`src/rtl/fp_adder_arbiter.sv`:
```
// Round-robin arbiter sharing one combinational FP adder among requesters.
// Registered single-entry result slot with id tag and sticky exception flags.
module floating_point_adder #(
  parameter int EXPONENT_WIDTH = 8,
  parameter int MANTISSA_WIDTH = 23
) (
  input  logic [EXPONENT_WIDTH+MANTISSA_WIDTH:0] a,
  input  logic [EXPONENT_WIDTH+MANTISSA_WIDTH:0] b,
  input  logic                                   subtract,
  output logic [EXPONENT_WIDTH+MANTISSA_WIDTH:0] out,
  output logic [2:0]                             flags
);
  localparam int E  = EXPONENT_WIDTH;
  localparam int M  = MANTISSA_WIDTH;
  localparam int W  = E + M + 1;
  localparam int SW = M + 4;

  logic          w_sb, w_swap, w_xs_n, w_ys_n, w_eff_sub;
  logic [W-1:0]  w_x, w_y;
  logic [E-1:0]  w_xe, w_ye, w_xee, w_yee, w_d;
  logic [M-1:0]  w_xm, w_ym;
  logic          w_xnan, w_ynan, w_xinf, w_yinf;
  logic [SW-1:0] w_xs, w_ys, w_ysh, w_mask, w_al, w_n;
  logic          w_stk, w_rup, w_sign;
  logic [SW:0]   w_sum;
  logic [31:0]   w_e, w_lz, w_sh, w_xe32, w_ef;
  logic [M+1:0]  w_rnd;
  logic [M-1:0]  w_frac;

  assign w_sb   = b[W-1] ^ subtract;
  assign w_swap = b[W-2:0] > a[W-2:0];
  assign w_x    = w_swap ? {w_sb, b[W-2:0]} : a;
  assign w_y    = w_swap ? a : {w_sb, b[W-2:0]};
  assign w_xs_n = w_x[W-1];
  assign w_ys_n = w_y[W-1];
  assign w_xe   = w_x[W-2:M];
  assign w_ye   = w_y[W-2:M];
  assign w_xm   = w_x[M-1:0];
  assign w_ym   = w_y[M-1:0];
  assign w_xnan = (&w_xe) & (|w_xm);
  assign w_ynan = (&w_ye) & (|w_ym);
  assign w_xinf = (&w_xe) & ~(|w_xm);
  assign w_yinf = (&w_ye) & ~(|w_ym);
  assign w_eff_sub = w_xs_n ^ w_ys_n;

  // Subnormals use exponent 1 with no hidden bit.
  assign w_xee  = (w_xe == '0) ? E'(1) : w_xe;
  assign w_yee  = (w_ye == '0) ? E'(1) : w_ye;
  assign w_xs   = {|w_xe, w_xm, 3'b000};
  assign w_ys   = {|w_ye, w_ym, 3'b000};
  assign w_d    = w_xee - w_yee;
  assign w_ysh  = w_ys >> w_d;
  assign w_mask = ~({SW{1'b1}} << w_d);
  assign w_stk  = |(w_ys & w_mask);
  assign w_al   = {w_ysh[SW-1:1], w_ysh[0] | w_stk};
  assign w_sum  = w_eff_sub ? ({1'b0, w_xs} - {1'b0, w_al})
                            : ({1'b0, w_xs} + {1'b0, w_al});
  assign w_xe32 = {{(32-E){1'b0}}, w_xee};

  always_comb begin
    w_lz = 32'(SW);
    for (int i = 0; i < SW; i++)
      if (w_sum[i]) w_lz = 32'(SW - 1 - i);
    w_sh = '0;
    if (w_sum[SW]) begin
      w_n = {w_sum[SW:2], w_sum[1] | w_sum[0]};
      w_e = w_xe32 + 32'd1;
    end else begin
      // Left shift stops at exponent 1 so tiny results stay subnormal.
      w_sh = (w_lz < w_xe32) ? w_lz : (w_xe32 - 32'd1);
      w_n  = w_sum[SW-1:0] << w_sh;
      w_e  = w_xe32 - w_sh;
    end
  end

  assign w_rup  = w_n[2] & (w_n[1] | w_n[0] | w_n[3]);
  assign w_rnd  = {1'b0, w_n[SW-1:3]} + {{(M+1){1'b0}}, w_rup};
  assign w_ef   = w_rnd[M+1] ? (w_e + 32'd1) : (w_rnd[M] ? w_e : 32'd0);
  assign w_frac = w_rnd[M+1] ? '0 : w_rnd[M-1:0];
  assign w_sign = (w_sum == '0) ? (w_xs_n & w_ys_n) : w_xs_n;

  always_comb begin
    out   = '0;
    flags = 3'b000;
    if (w_xnan || w_ynan || (w_xinf && w_yinf && w_eff_sub)) begin
      out   = {1'b1, {E{1'b1}}, 1'b1, {(M-1){1'b0}}};
      flags = 3'b001;
    end else if (w_xinf) begin
      out   = {w_xs_n, {E{1'b1}}, {M{1'b0}}};
      flags = 3'b010;
    end else if (w_ef >= ((32'd1 << E) - 32'd1)) begin
      out   = {w_sign, {E{1'b1}}, {M{1'b0}}};
      flags = 3'b010;
    end else begin
      out   = {w_sign, w_ef[E-1:0], w_frac};
      flags = {(w_ef == 32'd0) && (w_frac != '0), 2'b00};
    end
  end
endmodule

module fp_adder_arbiter #(
  parameter int EXPONENT_WIDTH = 8,
  parameter int MANTISSA_WIDTH = 23,
  parameter int NUM_REQ        = 4,
  parameter int ID_WIDTH       = 2
) (
  input  logic                                             clk,
  input  logic                                             rst_n,
  input  logic [NUM_REQ-1:0]                               req_valid,
  output logic [NUM_REQ-1:0]                               req_ready,
  input  logic [NUM_REQ*(EXPONENT_WIDTH+MANTISSA_WIDTH+1)-1:0] req_a,
  input  logic [NUM_REQ*(EXPONENT_WIDTH+MANTISSA_WIDTH+1)-1:0] req_b,
  input  logic [NUM_REQ-1:0]                               req_subtract,
  output logic                                             rsp_valid,
  input  logic                                             rsp_ready,
  output logic [ID_WIDTH-1:0]                              rsp_id,
  output logic [EXPONENT_WIDTH+MANTISSA_WIDTH:0]           rsp_result,
  output logic [2:0]                                       rsp_flags,
  output logic [2:0]                                       sticky_flags,
  input  logic                                             clear_sticky
);
  localparam int W = EXPONENT_WIDTH + MANTISSA_WIDTH + 1;

  typedef enum logic {S_EMPTY, S_FULL} state_e;

  state_e              r_state, w_state_nxt;
  logic [ID_WIDTH-1:0] r_ptr, r_id, w_gnt, w_ptr_nxt;
  logic [W-1:0]        r_result, w_a, w_b, w_sum;
  logic [2:0]          r_flags, r_sticky, w_flags;
  logic                w_any, w_can, w_acc, w_sub;

  always_comb begin
    w_gnt = '0;
    w_any = 1'b0;
    // Descending scan so the nearest index after ptr wins.
    for (int k = NUM_REQ - 1; k >= 0; k--) begin
      if (req_valid[(int'(r_ptr) + k) % NUM_REQ]) begin
        w_gnt = ID_WIDTH'((int'(r_ptr) + k) % NUM_REQ);
        w_any = 1'b1;
      end
    end
  end

  assign rsp_valid = (r_state == S_FULL);
  assign w_can     = rst_n & (~rsp_valid | rsp_ready);
  assign w_acc     = w_any & w_can;

  always_comb begin
    req_ready = '0;
    if (w_acc) req_ready[w_gnt] = 1'b1;
  end

  assign w_a   = req_a[int'(w_gnt)*W +: W];
  assign w_b   = req_b[int'(w_gnt)*W +: W];
  assign w_sub = req_subtract[w_gnt];
  assign w_ptr_nxt = (w_gnt == ID_WIDTH'(NUM_REQ - 1)) ? '0
                                                       : w_gnt + 1'b1;

  floating_point_adder #(
    .EXPONENT_WIDTH(EXPONENT_WIDTH),
    .MANTISSA_WIDTH(MANTISSA_WIDTH)
  ) u_add (
    .a       (w_a),
    .b       (w_b),
    .subtract(w_sub),
    .out     (w_sum),
    .flags   (w_flags)
  );

  always_comb begin
    w_state_nxt = r_state;
    case (r_state)
      S_EMPTY: if (w_acc) w_state_nxt = S_FULL;
      S_FULL:  if (rsp_ready && !w_acc) w_state_nxt = S_EMPTY;
      default: w_state_nxt = S_EMPTY;
    endcase
  end

  always_ff @(posedge clk or negedge rst_n) begin
    if (!rst_n) begin
      r_state  <= S_EMPTY;
      r_ptr    <= '0;
      r_id     <= '0;
      r_result <= '0;
      r_flags  <= '0;
    end else begin
      r_state <= w_state_nxt;
      if (w_acc) begin
        r_ptr    <= w_ptr_nxt;
        r_id     <= w_gnt;
        r_result <= w_sum;
        r_flags  <= w_flags;
      end
    end
  end

  // Clear takes priority, but the flags of a same-cycle handshake survive.
  always_ff @(posedge clk or negedge rst_n) begin
    if (!rst_n)
      r_sticky <= '0;
    else if (rsp_valid && rsp_ready)
      r_sticky <= (clear_sticky ? 3'b000 : r_sticky) | r_flags;
    else if (clear_sticky)
      r_sticky <= '0;
  end

  assign rsp_id       = r_id;
  assign rsp_result   = r_result;
  assign rsp_flags    = r_flags;
  assign sticky_flags = r_sticky;
endmodule

```
`config.mk`:
```
export PLATFORM = sky130hd
export DESIGN_NAME = fp_adder_arbiter
export DESIGN_NICKNAME = d
export VERILOG_FILES = /design/src/rtl/fp_adder_arbiter.sv
export SDC_FILE = /design/constraint.sdc
export NUM_CORES = 1
export LEC_CHECK = 0
export ABC_AREA = 1
export ABC_CLOCK_PERIOD_IN_PS = 15600
export CAP_MARGIN = 40
export CORE_ASPECT_RATIO = 1.75
export CORE_UTILIZATION = 50
export CTS_BUF_LIST = sky130_fd_sc_hd__clkbuf_2
export CTS_CLUSTER_SIZE = 20
export DETAILED_ROUTE_END_ITERATION = 12
export MAX_ROUTING_LAYER = met4
export PLACE_DENSITY = 0.81
export REMOVE_ABC_BUFFERS = 1
export SETUP_SLACK_MARGIN = 0.5
export SLEW_MARGIN = 20
export SYNTH_ARGS = -nofsm -noshare
export SYNTH_HDL_FRONTEND = slang
export SYNTH_SLANG_ARGS = --single-unit
```
`constraint.sdc`:
```
create_clock -name clk -period 15.6 [get_ports clk]
set_clock_uncertainty 0.05 [all_clocks]
set_input_delay 3.9 -clock clk [delete_from_list [all_inputs] [get_ports clk]]
set_output_delay 3.9 -clock clk [all_outputs]
set_load 0.02 [all_outputs]
```
==> flow_summary.json, run 1 <==
{
  "status": "aborted with a tool error",
  "stop_stage": "global routing",
  "error": "[ERROR GRT-0116] Global routing finished with congestion. Check the congestion regions in the DRC Viewer.",
  "clockBufferDepth": 2,
  "avgSynthCellArea_um2": 5.27,
  "die_height_um": 238,
  "num_rows": 85,
  "boundaryPins": 313,
  "cts_sinks": 43,
  "start_util_pct": 51.2,
  "synth_top_cell_by_area": "nand2_1",
  "grt_use_total_pct": 74.1,
  "htreeDepth": 2,
  "cts_buffers": 5,
  "hpwlAfterDp_um": 60800,
  "gp_congestion": 1.10,
  "cts-root-buf": "clkbuf_2",
  "grt_pass1_wl_um": 185000,
  "ys_ff_latch": 43,
  "synth_ff_type": "dfrtp_1",
  "muxShareOfSynthArea_pct": 0,
  "yosys.area_share.simple_pct": 52.4,
  "synth_xor_area_share_pct": 2.56,
  "synth.distinct_cells": 67,
  "netlist.area_leader.share_pct": 24.6,
  "yosys_warnings": 0,
  "synthAdderAreaFrac_pct": 9.30,
  "syn_area_um2": 15900,
  "die_w_um": 137,
  "netlist_instances": 3010,
  "synth_area_leaders": "nand2_1, nand3_1, ha_1",
  "grt_pass1_vias": 31629,
  "synth_edf_count": 0,
  "cts_hold_buf": 0,
  "yosysSeqAreaShare_pct": 6.79,
  "async_reset_ff_share_pct": 100,
  "grt_max_degree": 49,
  "synth_top_family_by_area": "simple AND/OR/NAND/NOR gates",
  "synth_compound_area_share_pct": 15.8,
  "gr-total-overflow": 218,
  "port_buffers": 312
}
==> timing repair <==
item	4_1_cts
gates cloned	14
setup endpoints to repair	33
pin swaps	160
hold endpoints to repair	0
gates resized for setup	294
setup buffers	169
==> synth_stat cells, types with 17 or more instances <==
| cell | number |
|---|---|
| buf_2 | 53 |
| ha_1 | 113 |
| nand2_1 | 1040 |
| o21ai_2 | 17 |
| a21oi_1 | 119 |
| nand2_2 | 23 |
| nand4_1 | 85 |
| o211ai_1 | 35 |
| buf_1 | 20 |
| nand3_1 | 414 |
| inv_1 | 300 |
| clkbuf_1 | 33 |
| o21ai_0 | 112 |
| o21ai_1 | 73 |
| nor3_1 | 30 |
| xor2_1 | 29 |
| dfrtp_1 | 43 |
| buf_6 | 18 |
| nor2_1 | 232 |
| inv_2 | 28 |
==> per-layer routing <==
layer,track usage (%),overflow
met5,-,-
met4,75.3,72
met2,94.8,140
met3,51.0,3
met1,70.1,3
==> cells by family after synthesis <==
group / Yosys count
AND/OR/NAND/NOR: 1905
buffers and inverters: 478
AO/OA/AOI/OAI: 425
adder cells (fa/ha/maj): 116
XOR/XNOR: 43
flip-flops: 43
==> through the flow <==
step                setup WS (ns)  TNS (ns)  hold WS, ns  instances  cell area (um^2)
floorplan                   -7.99   -266.99        0.541       2867             15000
global placement            -3.60   -116.67        0.413       4295             24300
detailed placement          -4.34   -141.04        0.414       4295             24300
CTS                         -2.10    -67.58        0.457       4485             27100
==> run 2: changes to the inputs <==
==> config.mk (replaced) <==
export PLATFORM = sky130hd
export DESIGN_NAME = fp_adder_arbiter
export DESIGN_NICKNAME = d
export VERILOG_FILES = /design/src/rtl/fp_adder_arbiter.sv
export SDC_FILE = /design/constraint.sdc
export NUM_CORES = 1
export LEC_CHECK = 0
export ABC_AREA = 1
export ABC_CLOCK_PERIOD_IN_PS = 20300
export CAP_MARGIN = 40
export CORE_UTILIZATION = 40
export DETAILED_ROUTE_END_ITERATION = 12
export PLACE_DENSITY_LB_ADDON = 0.15
export REMOVE_ABC_BUFFERS = 1
export SLEW_MARGIN = 20
export SYNTH_ARGS = -nofsm -noshare
export SYNTH_HDL_FRONTEND = slang
export SYNTH_SLANG_ARGS = --single-unit
==> constraint.sdc (replaced) <==
create_clock -name clk -period 20.3 [get_ports clk]
set_clock_uncertainty 0.05 [all_clocks]
set_input_delay 5.075 -clock clk [delete_from_list [all_inputs] [get_ports clk]]
set_output_delay 5.075 -clock clk [all_outputs]
set_load 0.02 [all_outputs]
==> run 2 against run 1 <==
  * The run now ends clean
  * Area after synthesis unchanged
  * Synthesized cell count unchanged
==> flow_summary.json, run 2 <==
{
  "final_common_cell": "nand2_1",
  "yosysSeqAreaShare_pct": 6.79,
  "port_buffers": 312,
  "grt_pass1_vias": 19857,
  "drive_above_1_share_pct": 16.5,
  "reg2reg_depth": 114,
  "place_area_um2": 20600,
  "fin_crit_sh_pct": 95.4,
  "cts_tree": "done",
  "final_area_um2": 22100,
  "syn_area_um2": 15900,
  "via_per_inst": 5.47,
  "finalSetupTns_ns": 0,
  "end_kind": "flip-flop",
  "most-common-layout-cells": "nand2_1, nand3_1, clkdlybuf4s50_1",
  "clockBufferDepth": 2,
  "synth_top_cell_by_area": "nand2_1",
  "synth_most_common_cell": "nand2_1",
  "synth_area_leaders": "nand2_1, nand3_1, ha_1",
  "fp.dieArea_um2": 40400,
  "die_height_um": 201,
  "cts_sinks": 43,
  "reg2reg_to": "rsp_result[23]",
  "diodes": 0,
  "r2r-start": "r_ptr[0]",
  "required_ns": 20.43,
  "wl_per_cell_um": 17.1,
  "ant_nets": 0,
  "grt_pass1_wl_um": 105000,
  "final_nets": 3848,
  "gr-total-overflow": 0,
  "cts_hold_buf": 0,
  "netlist.area_leader.share_pct": 24.6,
  "cts-root-buf": "clkbuf_16",
  "period_needed_ns": 19.38,
  "path_clk_slew_ns": 0.05,
  "num_rows": 72,
  "totalWireLength_um": 68100,
  "hold_class": "reg2reg",
  "synth_ff_type": "dfrtp_1",
  "synth_edf_count": 0,
  "cp_max_fo": 17,
  "synthToLayoutAreaGrowth_pct": 39.6,
  "clk_latency_ns": 0.29,
  "gp_congestion": 0.993,
  "avgSynthCellArea_um2": 5.27,
  "cp-start-kind": "input port",
  "drv_slew": 0,
  "status": "finished, final reports clean",
  "synthTopCellsByCount": "nand2_1, nand3_1, inv_1",
  "path_common_cell": "nand2_1",
  "first_pass_iters": 6,
  "finalSetupViolations": 0,
  "cts_buffers": 5,
  "hpwlAfterDp_um": 55500,
  "finalHoldViolCount": 0,
  "final_util_pct": 56.9,
  "relSlewSlack_pct": 34.3,
  "boundaryPins": 313,
  "critPathArrivalTime_ns": 19.50,
  "die_w_um": 201,
  "netlist_instances": 3010,
  "ys_ff_latch": 43,
  "synth.distinct_cells": 67,
  "fmax_mhz": 51.6,
  "hp-start": "rsp_result[17]",
  "rrSetupSlack_ns": 5.23,
  "start_util_pct": 40.7,
  "maxCapViolations": 0,
  "slowest_stage": "fa_1",
  "hold_depth": 2,
  "tightest_slew_ns": 0.983,
  "antenna_found_initial": 0,
  "grt_use_total_pct": 31.6,
  "htreeDepth": 2,
  "vias": 21802,
  "cp_slowest_stage_delay_ns": 0.38,
  "async_reset_ff_share_pct": 100,
  "timing.hold.ws_ns": 0.425,
  "worstSetupPathType": "in2reg",
  "min_to": "rsp_result[17]",
  "first_iter_violations": 2053,
  "yosys_warnings": 0,
  "drc_errors": 0,
  "grt_max_degree": 50,
  "largest_register_ff_count": 32,
  "core_um2": 38900
}
run 2: worst max-delay path by stage:
stage / startpoint / endpoint / slack (ns) / depth (start not counted)
after global placement: req_valid[1] / rsp_result[29] / -0.58 / 107
after global routing: req_valid[1] / rsp_result[27] / -0.17 / 122
final: req_valid[1] / rsp_result[23] / 0.92 / 114
after detailed placement: req_valid[1] / rsp_result[27] / -0.76 / 117
after floorplan: req_valid[2] / rsp_flags[2] / -4.46 / 109
after CTS: req_valid[1] / rsp_result[27] / 0.03 / 115
run 2: cells by family (layout without fill, tap and decap cells):
family | Yosys count | count (layout) | share of synthesized area [%]
adder cells (fa/ha/maj) | 116 | 116 | 9.30
buffers and inverters | 478 | 931 | 13.2
flip-flops | 43 | 43 | 6.79
AND/OR/NAND/NOR | 1905 | 1906 | 52.4
XOR/XNOR | 43 | 43 | 2.56
AO/OA/AOI/OAI | 425 | 426 | 15.8
run 2: routing by layer:
layer / up-vias / track usage (%) / wire (um)
li1: 10826 / - / -
met4: 0 / 7.55 / 1630
met2: 834 / 54.4 / 32000
met1: 10062 / 41.5 / 29400
met3: 80 / 4.41 / 5160
met5: - / 0 / 0
run 2: final cells by class:
type / count / area (um^2)
sequential: 43 / 1080
clock buffer: 7 / 153
timing repair buffer: 588 / 5600
multi-input combinational: 2491 / 13400
fill: 3997 / 16800
inverter: 335 / 1270
clock inverter: 1 / 7.51
tap: 518 / 648
run 2: critical path, delay by kind of cell:
| kind | cells | cell delay (ns) |
|---|---|---|
| AND/OR/NAND/NOR | 56 | 5.69 |
| AO/OA/AOI/OAI | 25 | 3.62 |
| buffers and inverters | 23 | 2.54 |
| adder cells (fa/ha/maj) | 8 | 2.18 |
| XOR/XNOR | 2 | 0.29 |
run 2: through the flow:
step,setup WS (ns),std cells
after floorplan,-4.46,2867
after CTS,0.0264,3927
final,0.925,3983
after global placement,-0.577,3911
after global routing,-0.167,3983
after detailed placement,-0.758,3912
run 2: what timing repair did:
action | in CTS | in global routing
setup buffers | 4 | 44
gates cloned | 3 | 10
gates resized for setup | 13 | 209
endpoints found under the hold margin | 0 | 0
pin swaps | 5 | 83
setup endpoints to repair | 33 | 33
Power of run 2 is left out: the tool's default activity adds up to more than one toggle a clock period on the data nets, which glitch-free logic cannot reach.
==> run 3: changes to the inputs <==
--- a/config.mk
+++ b/config.mk
@@ -12,7 +12,7 @@
 export DETAILED_ROUTE_END_ITERATION = 12
 export PLACE_DENSITY_LB_ADDON = 0.15
 export REMOVE_ABC_BUFFERS = 1
-export SLEW_MARGIN = 20
+export SLEW_MARGIN = 25
 export SYNTH_ARGS = -nofsm -noshare
 export SYNTH_HDL_FRONTEND = slang
 export SYNTH_SLANG_ARGS = --single-unit
==> run 3 against run 2 <==
  * Worst setup slack worse by 0.016 ns
  * Highest routed layer unchanged
  * Sequential share of layout area is essentially flat
  * Critical path depth did not move
  * Hold slack better by 0.0022 ns
  * Critical path type unchanged
  * Register-to-register slack lost 0.02 ns
==> flow_summary.json, run 3 (synthesis results as in run 2) <==
{
  "status": "finished, final reports clean",
  "clockBufferDepth": 2,
  "die_w_um": 201,
  "end_kind": "flip-flop",
  "period_needed_ns": 19.39,
  "fin_ws_ns": 0.909,
  "cts_buffers": 5,
  "drv_slew": 0,
  "final_nets": 3848,
  "gp_congestion": 0.993,
  "final_common_cell": "nand2_1",
  "cts_sinks": 43,
  "grt_max_degree": 50,
  "critPathArrivalTime_ns": 19.52,
  "first_pass_iters": 6,
  "fmax_mhz": 51.6,
  "cts_hold_buf": 0,
  "met2WireLength_um": 31900,
  "required_ns": 20.43,
  "finalSetupViolations": 0,
  "slowest_stage": "fa_1",
  "hp-start": "rsp_result[17]",
  "cp_max_fo": 17,
  "top_layer": "met4",
  "synthToLayoutAreaGrowth_pct": 39.5,
  "critPathLaunch": "req_valid[1]",
  "num_rows": 72,
  "port_buffers": 312,
  "maxCapViolations": 0,
  "core_um2": 38900,
  "via_per_inst": 5.47,
  "wl_per_cell_um": 17.1,
  "clk_latency_ns": 0.29,
  "hpwlAfterDp_um": 55500,
  "met3_length_um": 5050,
  "grt_use_total_pct": 31.6,
  "hold_class": "reg2reg",
  "grt_pass1_wl_um": 105000,
  "largest_register_ff_count": 32,
  "wl_met1_um": 29400,
  "drc_errors": 0,
  "start_util_pct": 40.7,
  "diodes": 0,
  "cp_slowest_stage_delay_ns": 0.38,
  "cts-root-buf": "clkbuf_16",
  "finalHoldViolCount": 0,
  "final_util_pct": 56.8,
  "die_height_um": 201,
  "antenna_found_initial": 0,
  "dpl_worst_slack_ns": -0.758,
  "most-common-layout-cells": "nand2_1, nand3_1, clkdlybuf4s50_1",
  "worstSetupPathType": "in2reg",
  "first_iter_violations": 1976,
  "relSlewSlack_pct": 34.3,
  "path_clk_slew_ns": 0.05,
  "vias": 21795,
  "gr-total-overflow": 0,
  "boundaryPins": 313,
  "finalSetupTns_ns": 0,
  "totalWireLength_um": 68100,
  "grt_pass1_vias": 19857,
  "fin_crit_sh_pct": 95.5,
  "drive_above_1_share_pct": 16.5,
  "fp.dieArea_um2": 40400,
  "htreeDepth": 2,
  "r2r-start": "r_ptr[0]",
  "path_common_cell": "nand2_1",
  "cts_tree": "done",
  "cp-start-kind": "input port",
  "tightest_slew_ns": 0.982,
  "ant_nets": 0
}
[run 3: changes by cell type in the layout (fill, tap and decap cells not counted)]
cell | previous run | this run
buf_16 | 4 | 3
buf_8 | 3 | 4
[run 3: final timing paths]
check                                        to  slack [ns]  depth (start not counted)
worst max register to register   rsp_result[27]        5.21                        113
min in group asynchronous       sticky_flags[2]        4.67                          1
worst min-delay path             rsp_result[17]        0.43                          2
max in group asynchronous        rsp_result[13]       15.06                          2
worst max-delay path             rsp_result[27]        0.91                        114
worst min register to register   rsp_result[17]        0.43                          2
[run 3: routing by layer]
metal / global-route usage [%] / vias to the layer above
met5: 0 / -
met4: 7.55 / 0
met3: 4.41 / 88
met2: 54.4 / 840
met1: 41.5 / 10037
li1: - / 10830
[run 3: layout make-up]
type / count / area [um^2]
Fill cell: 4002 / 16800
Multi-Input combinational cell: 2491 / 13400
Timing Repair Buffer: 588 / 5580
Inverter: 335 / 1270
Sequential cell: 43 / 1080
Tap cell: 518 / 648
Clock buffer: 7 / 153
Clock inverter: 1 / 7.51
[run 3: worst max-delay path, delay by kind of cell]
| family | cells | cell delay [ns] |
|---|---|---|
| fa+ha+maj | 8 | 2.19 |
| xor+xnor | 2 | 0.29 |
| compound gates | 25 | 3.62 |
| buf+inv | 23 | 2.51 |
| simple gates | 56 | 5.75 |
[run 3: metrics by stage]
stage               instance area, um^2  instances  hold slack, ns
finish                            22100       3983           0.428
global route                      22100       3983           0.457
CTS                               20900       3927           0.431
detailed placement                20600       3912           0.415
global placement                  20600       3911           0.415
floorplan                         15000       2867           0.541
[run 3: repair_timing]
action | 4_1_cts | 5_1_grt
setup buffers | 4 | 44
cloned | 3 | 10
pin swaps | 5 | 83
setup endpoints to repair | 33 | 33
resized for setup | 13 | 209
Power of run 3 is left out for the same reason.
